[config.mk]
export PLATFORM = sky130hd
export DESIGN_NAME = servo_seq
export DESIGN_NICKNAME = d
export VERILOG_FILES = /design/src/rtl/servo_pkg.sv /design/src/rtl/servo_seq_frame_timer.sv /design/src/rtl/servo_seq.sv
export SDC_FILE = /design/constraint.sdc
export NUM_CORES = 1
export LEC_CHECK = 0
export CAP_MARGIN = 20
export CORE_ASPECT_RATIO = 0.7
export CORE_MARGIN = 5
export CORE_UTILIZATION = 53
export CTS_CLUSTER_DIAMETER = 150
export DETAILED_ROUTE_END_ITERATION = 8
export PLACE_DENSITY_LB_ADDON = 0.05
export SLEW_MARGIN = 30
export SYNTH_ARGS = -nofsm -noshare
export SYNTH_HDL_FRONTEND = slang
export SYNTH_SLANG_ARGS = --single-unit
export TNS_END_PERCENT = 20
[constraint.sdc]
create_clock -name clk -period 4.89 [get_ports clk]
set_input_delay 1.467 -clock clk [delete_from_list [all_inputs] [get_ports clk]]
set_output_delay 1.467 -clock clk [all_outputs]
set_load 0.02 [all_outputs]
[src/rtl/servo_pkg.sv]
// Shared codes and frame length for the servo position sequencer and the PWM generator.
package servo_pkg;

   // Default frame length: 20 ms at 50 MHz
   localparam int DEFAULT_FRAME_CYCLES = 1_000_000;

   // Command mode encodings
   localparam logic [1:0] MODE_HOLD = 2'b00;
   localparam logic [1:0] MODE_ONCE = 2'b01;
   localparam logic [1:0] MODE_LOOP = 2'b10;
   localparam logic [1:0] MODE_RSVD = 2'b11;

   // Position codes understood by the PWM stage
   localparam logic [1:0] POS_0   = 2'b00;
   localparam logic [1:0] POS_90  = 2'b01;
   localparam logic [1:0] POS_180 = 2'b10;

   // Sequencer states
   typedef enum logic [1:0] {
      ST_IDLE  = 2'b00,
      ST_ALIGN = 2'b01,
      ST_DWELL = 2'b10
   } seq_state_t;

endpackage

[src/rtl/servo_seq_frame_timer.sv]
// Free-running frame counter: counts 0..FRAME_CYCLES-1 and flags the last cycle of each frame.
module frame_timer #(
   parameter int FRAME_CYCLES = 1_000_000
) (
   input  logic clk,
   input  logic rst,
   output logic frame_tick
);

   localparam int CW = (FRAME_CYCLES > 2) ? $clog2(FRAME_CYCLES) : 1;
   localparam logic [CW-1:0] LAST_CNT = CW'(FRAME_CYCLES - 1);
   localparam logic [CW-1:0] PRE_LAST_CNT = CW'(FRAME_CYCLES - 2);

   logic [CW-1:0] count_r;
   logic          tick_r;

   // Wrap counter; the tick is registered one cycle ahead so it lines up with count == last
   always_ff @(posedge clk) begin
      if (rst) begin
         count_r <= {CW{1'b0}};
         tick_r  <= 1'b0;
      end else begin
         if (count_r == LAST_CNT) begin
            count_r <= {CW{1'b0}};
         end else begin
            count_r <= count_r + CW'(1);
         end
         tick_r <= (count_r == PRE_LAST_CNT);
      end
   end

   assign frame_tick = tick_r;

endmodule

[src/rtl/servo_seq.sv]
// Servo position sequencer: turns HOLD / sweep commands into frame-aligned position codes.
module servo_seq
   import servo_pkg::*;
#(
   parameter int FRAME_CYCLES = DEFAULT_FRAME_CYCLES,
   parameter int DWELL_W      = 8
) (
   input  logic               clk,
   input  logic               rst,
   input  logic               cmd_valid,
   output logic               cmd_ready,
   input  logic [1:0]         cmd_mode,
   input  logic [1:0]         cmd_pos,
   input  logic [DWELL_W-1:0] cmd_dwell,
   input  logic               abort,
   output logic [1:0]         pos,
   output logic               busy,
   output logic               done,
   output logic               frame_tick
);

   // Position for a given step of the active command's table
   function automatic logic [1:0] step_pos(input logic [1:0] mode,
                                           input logic [1:0] hold_pos,
                                           input logic [2:0] step);
      logic [1:0] p;
      p = POS_0;
      case (mode)
         MODE_HOLD: p = hold_pos;
         MODE_ONCE, MODE_LOOP: begin
            case (step)
               3'd0:    p = POS_0;
               3'd1:    p = POS_90;
               3'd2:    p = POS_180;
               3'd3:    p = POS_90;
               3'd4:    p = POS_0;
               default: p = POS_0;
            endcase
         end
         default: p = POS_0;
      endcase
      return p;
   endfunction

   // True when the step is the final one of a terminating command
   function automatic logic is_last_step(input logic [1:0] mode, input logic [2:0] step);
      logic last;
      last = 1'b0;
      case (mode)
         MODE_HOLD: last = (step == 3'd0);
         MODE_ONCE: last = (step == 3'd4);
         default:   last = 1'b0;
      endcase
      return last;
   endfunction

   seq_state_t         state_r;
   logic [1:0]         mode_r;
   logic [1:0]         hold_pos_r;
   logic [DWELL_W-1:0] dwell_r;
   logic [DWELL_W-1:0] dwell_cnt_r;
   logic [2:0]         step_r;
   logic [1:0]         pos_r;
   logic               busy_r;
   logic               ready_r;
   logic               done_r;
   logic               tick_s;
   logic [2:0]         next_step_s;
   logic [DWELL_W-1:0] cmd_dwell_s;

   frame_timer #(
      .FRAME_CYCLES(FRAME_CYCLES)
   ) u_frame_timer (
      .clk       (clk),
      .rst       (rst),
      .frame_tick(tick_s)
   );

   // Next step index (the looping sweep wraps after its fourth step) and dwell of 0 read as 1
   always_comb begin
      next_step_s = step_r + 3'd1;
      if ((mode_r == MODE_LOOP) && (step_r == 3'd3)) begin
         next_step_s = 3'd0;
      end else begin
         next_step_s = step_r + 3'd1;
      end
      if (cmd_dwell == {DWELL_W{1'b0}}) begin
         cmd_dwell_s = DWELL_W'(1);
      end else begin
         cmd_dwell_s = cmd_dwell;
      end
   end

   // Sequencer FSM: accept, frame-aligned stepping, abort and completion pulse
   always_ff @(posedge clk) begin
      if (rst) begin
         state_r     <= ST_IDLE;
         mode_r      <= MODE_HOLD;
         hold_pos_r  <= POS_0;
         dwell_r     <= DWELL_W'(1);
         dwell_cnt_r <= DWELL_W'(1);
         step_r      <= 3'd0;
         pos_r       <= POS_0;
         busy_r      <= 1'b0;
         ready_r     <= 1'b1;
         done_r      <= 1'b0;
      end else begin
         done_r <= 1'b0;
         case (state_r)
            ST_IDLE: begin
               if (cmd_valid) begin
                  if (cmd_mode == MODE_RSVD) begin
                     // Reserved mode completes immediately without touching the output
                     done_r <= 1'b1;
                  end else begin
                     mode_r     <= cmd_mode;
                     hold_pos_r <= cmd_pos;
                     dwell_r    <= cmd_dwell_s;
                     step_r     <= 3'd0;
                     state_r    <= ST_ALIGN;
                     busy_r     <= 1'b1;
                     ready_r    <= 1'b0;
                  end
               end
            end
            ST_ALIGN: begin
               if (abort) begin
                  state_r <= ST_IDLE;
                  busy_r  <= 1'b0;
                  ready_r <= 1'b1;
               end else if (tick_s) begin
                  pos_r       <= step_pos(mode_r, hold_pos_r, 3'd0);
                  dwell_cnt_r <= dwell_r;
                  state_r     <= ST_DWELL;
               end
            end
            ST_DWELL: begin
               if (abort) begin
                  state_r <= ST_IDLE;
                  busy_r  <= 1'b0;
                  ready_r <= 1'b1;
               end else if (tick_s) begin
                  if (dwell_cnt_r > DWELL_W'(1)) begin
                     dwell_cnt_r <= dwell_cnt_r - DWELL_W'(1);
                  end else if (is_last_step(mode_r, step_r)) begin
                     done_r  <= 1'b1;
                     state_r <= ST_IDLE;
                     busy_r  <= 1'b0;
                     ready_r <= 1'b1;
                  end else begin
                     step_r      <= next_step_s;
                     pos_r       <= step_pos(mode_r, hold_pos_r, next_step_s);
                     dwell_cnt_r <= dwell_r;
                  end
               end
            end
            default: begin
               state_r <= ST_IDLE;
               busy_r  <= 1'b0;
               ready_r <= 1'b1;
            end
         endcase
      end
   end

   assign cmd_ready  = ready_r;
   assign pos        = pos_r;
   assign busy       = busy_r;
   assign done       = done_r;
   assign frame_tick = tick_s;

endmodule

Word level (Yosys, flattened, before mapping) --
Cells that the tools add are included.
Cells by class: reduce and logical (&&, ||, !) cells 16, muxes and demuxes 64, equality and inequality tests 26, $lt $le $gt $ge 1, bitwise logic cells 1, $add $sub $neg 3
Operators by type and width (count):
- $mux 8 | 7
- $eq 20x20->1 const B | 2
- $mux 2 | 15
- $mux 1 | 25
- $mux 3 | 7
- $add 20x1->20 const B | 1
- $reduce_and 6->1 | 3
- $pmux 8 s2 | 1
- $ne 2x2->1 const B | 7
- $reduce_and 7->1 | 2
- $pmux 2 s2 | 3
- $eq 3x2->1 const B | 3
- $ne 3x3->1 const B | 3
- $gt 8x1->1 const B | 1
- $logic_not 8->1 | 1
- $sub 8x1->8 const B | 1
- $eq 2x2->1 const B | 3
- $ne 3x2->1 const B | 2
- $pmux 1 s3 | 2
- $pmux 2 s3 | 1
- $pmux 3 s2 | 1
- $reduce_or 2->1 | 3
- $eq 2x1->1 const B | 2
- $logic_not 2->1 | 2
- 10 further kinds | 13
Storage, ports and cells: register bits 51, input bits 16

Longest topological paths before layout --
word-level depth 12, gate-level depth with buffers 9

By module --
A second synthesis with hierarchy kept.
Unflattened totals: cells, all modules 324, area total of the unflattened synthesis 2743.9 sq um
Modules (own cells, without submodules):
- servo_seq | times used 1, cells each 215, area an instance 1759.2 sq um
- frame_timer | times used 1, cells each 109, area an instance 984.7 sq um

Worst setup path after synthesis --
Ideal clock, no wire load.
kind input to register, start input cmd_mode[0], end register dwell_r[1], data arrival time 2.424 ns, data required time 4.758 ns, stages 6, setup slack 2.334 ns, cells stage by stage and2_1 -> or3_1 -> clkbuf_1 -> clkbuf_1 -> nand2_1 -> a21oi_1
Between the ends: cells in the longest elaborated chain, start to end 3
Ends and longest elaborated chain:
- start, declared | line servo_seq.sv:12 | input logic [1:0] cmd_mode,
- $eq 2x2->1 | line servo_seq.sv:112 | if (cmd_mode == MODE_RSVD) begin
- $not 1->1 (no source line)
- $reduce_and 3->1 (no source line)
- end signal, assigned | line servo_seq.sv:118 | dwell_r <= cmd_dwell_s;
- end, declared | line servo_seq.sv:60 | logic [DWELL_W-1:0] dwell_r;
Every way passes these cells. A chain may end at the register's enable or synchronous reset.

Worst setup path after layout --
start input abort, end register dwell_cnt_r[4]
Between the ends: cells in the longest elaborated chain, start to end 2, elaborated cells on any way between the ends 3
Ends and longest elaborated chain:
- start, declared | line servo_seq.sv:15 | input logic abort,
- $ne 2x2->1 (no source line)
- $reduce_and 6->1 (no source line) (*)
- end signal, assigned | line servo_seq.sv:133 | dwell_cnt_r <= dwell_r;
- end signal, assigned | line servo_seq.sv:144 | dwell_cnt_r <= dwell_cnt_r - DWELL_W'(1);
- end signal, assigned | line servo_seq.sv:153 | dwell_cnt_r <= dwell_r;
- end, declared | line servo_seq.sv:61 | logic [DWELL_W-1:0] dwell_cnt_r;
Mark *: on every way between the ends. The rest lies on a longest branch, timed or not.

==> run_results.csv <==
group,metric,value,unit
run_status,run_status,"finished clean",
cts,clk_pin_slew,0.09,ns
timing,fin_hold_ws,0.464,ns
timing,max_slew_margin,0.494,
critical_path,arrival,3.18,ns
grt,grt_max_degree,22,
floorplanning,die_height,69.3,microns
timing,finalSetupTns,0,ns
cells_and_area,nFillCells,469,
cts,cts_tree,"yes",
logic_synthesis,synth_edf_count,0,
run,maxCapViolCount,0,
logic_synthesis,synth_seq_cells,51,
timing,fin_skew,0.00665,ns
logic_synthesis,synth.distinct_cells,50,
cts,root_buffer,"clkbuf_8",
floorplanning,design.portCount,22,
floorplanning,rows,21,
timing,finalSetupViolations,0,
cells_and_area,post-route-util,0.622,
critical_path,crit_type,"in2reg",
cts,holdBufCountCts,0,
logic_synthesis,synth.avg_cell_area,8.08,sq um
timing,rsz0062_at_grt,"no",
pwr,p_int,0.559,mW
detailed_routing,first_pass_iters,4,
pwr,switching_share,0.249,
placed_design,port_buffers,21,
cts,cts_setup_buffers,0,
pwr,clock_power_share,0.321,
cts,h-tree-depth,2,
pwr,switchingPower,0.185,mW
cts,cts_sinks,51,
logic_synthesis,ys_warn_count,0,
detailed_routing,route.detailed.drc,0,
timing,max_freq,340,MHz
pwr,power_leakage,1.05,nW
min_path,hold_path.class,"reg2reg",
logic_synthesis,synth_most_common_cell,"dfxtp_1",
logic_synthesis,syn_area,2660,sq um
critical_path,worstSetupEndpointType,"flip-flop",
grt,grt_first_pass_wirelength,9830,microns
timing,drv_slew,0,
floorplanning,die_width,94.7,microns
pwr,p_seq_frac,0.584,
pwr,p_per_area,249,nW/um^2
logic_synthesis,synth_ff_type,"dfxtp_1",
cells_and_area,drive_above_1_share,0.0552,
placed_design,place_hpwl,4170,microns
timing,worst_pin_slew,0.757,ns
critical_path,worstSetupStartpointType,"primary input",
logic_synthesis,synth-seq-area-share,0.384,
logic_synthesis,netlist_top_cells_count,"dfxtp_1 (51), nor2_1 (44), nand2_1 (34)",
grt,grt_antenna_before_repair,0,
logic_synthesis,synthCells,329,
cts,clk_path_buf_depth,2,
pwr,finalPower,0.744,mW
timing,hold_viol,0,
timing,fin_crit,2.94,ns
floorplanning,core-area,4810,sq um
cts,insertion_delay,0.30,ns
logic_synthesis,async_flop_share,0,
pwr,peakVddDrop,0.000132,V
detailed_routing,first_iter_violations,146,
pwr,p_comb_frac,0.095,
timing,min_period_over_period,0.602,
detailed_routing,postRouteAntennaNets,0,
cells_and_area,final_nets,372,
grt,grt_pass1_vias,2068,
detailed_routing,wl_per_cell,13.9,microns
cells_and_area,antenna_cells,0,
detailed_routing,vias_per_cell,5.44,
floorplanning,dieArea,6560,sq um
logic_synthesis,synth_nets,358,
detailed_routing,vias,2248,
detailed_routing,routed_wirelength,5730,microns
logic_synthesis,synth_area_leaders,"dfxtp_1 (38%), nor2_1 (6.2%), ha_1 (6.1%)",
logic_synthesis,yosysTopAreaCellShare,0.384,
critical_path,crit_required,5.12,ns
cts,postCtsResizedCells,0,
grt,grt_overflow_total,0,
critical_path,path_max_fanout,10,
cells_and_area,area_growth,12.6,%
floorplanning,initial_core_util,0.553,
placed_design,gp_congestion,0.830,
logic_synthesis,yosysTopAreaCell,"dfxtp_1",
grt,grt_util_all_layers,0.184,
cts,cts_made_buffers,5,
[layout make-up]
class	instances	area, sq um	share of cell area
Timing Repair Buffer	24	233	0.0778
Inverter	13	48.8	0.0163
Multi-Input combinational cell	248	1520	0.508
Clock inverter	2	12.5	0.00418
Sequential cell	51	1020	0.341
Clock buffer	6	72.6	0.0242
Tap cell	69	86.3	0.0288
[power groups by stage]
stage               Sequential (mW)  Combinational, mW  Clock, mW
floorplan                     0.443             0.0437          0
global placement              0.444             0.0704          0
detailed placement            0.445             0.0705          0
CTS                           0.435             0.0710      0.246
global route                  0.437             0.0790      0.260
finish                        0.435             0.0709      0.239
[placed cells by master (no fill, tap or decap), types with 5 or more instances in the layout]
| master | Yosys | routed |
|---|---|---|
| xnor2_1 | 12 | 12 |
| nor2b_1 | 6 | 6 |
| nor3_1 | 11 | 11 |
| ha_1 | 13 | 13 |
| nand2_1 | 34 | 34 |
| inv_1 | 13 | 13 |
| nand3_1 | 12 | 12 |
| nand2b_1 | 7 | 7 |
| clkdlybuf4s50_1 | 0 | 21 |
| nor2_1 | 44 | 44 |
| dfxtp_1 | 51 | 51 |
| a21oi_1 | 31 | 31 |
| clkbuf_8 | 0 | 5 |
| o21ai_0 | 10 | 10 |
| xor2_1 | 6 | 6 |
[critical path: stages]
cell and delay [ns]:
clkdlybuf4s50_1 0.47, nand2b_1 0.24, a21oi_1 0.29, o21ai_4 0.16, or2_2 0.35, o21ai_0 0.18
[metal layers]
metal	up-vias	global-route usage	wire length, microns
li1	1166	-	-
met1	1017	0.294	3100
met2	60	0.246	2190
met3	5	0.0369	382
met4	0	0.0448	52
met5	-	0	0
[worst paths after layout]
path,start,end,slack [ns],depth (start not counted)
hold / removal,dwell_r[3],dwell_r[3],0.46,2
setup reg to reg,dwell_cnt_r[0],dwell_cnt_r[3],2.54,7
setup / recovery,abort,dwell_cnt_r[4],1.95,6
hold reg to reg,dwell_r[3],dwell_r[3],0.46,2
[state kept, by name, indices dropped and copies added, names as in the netlist]
signal,cells
state_r,2
done,1
cmd_ready,1
u_frame_timer.count_r,20
mode_r,2
dwell_r,8
u_frame_timer.frame_tick,1
step_r,3
pos,2
dwell_cnt_r,8
busy,1
hold_pos_r,2
[stage by stage]
| stage | setup WS, ns | area (sq um) | instances |
|---|---|---|---|
| after detailed placement | 1.62 | 2910 | 405 |
| after floorplan | 2.33 | 2660 | 329 |
| after global placement | 1.65 | 2910 | 405 |
| after CTS | 1.94 | 2990 | 413 |
| after global routing | 1.86 | 2990 | 413 |
| final | 1.95 | 2990 | 413 |
[kinds of logic (layout without fill, tap and decap cells)]
group,count (synthesis),after routing,share of synthesized area
xor+xnor,18,18,0.0593
fa+ha+maj,13,13,0.0612
compound gates,68,68,0.166
buf+inv,30,45,0.0447
flops,51,51,0.384
mux,3,3,0.0118
simple gates,146,146,0.273
Power figures use the tool's default switching activity.
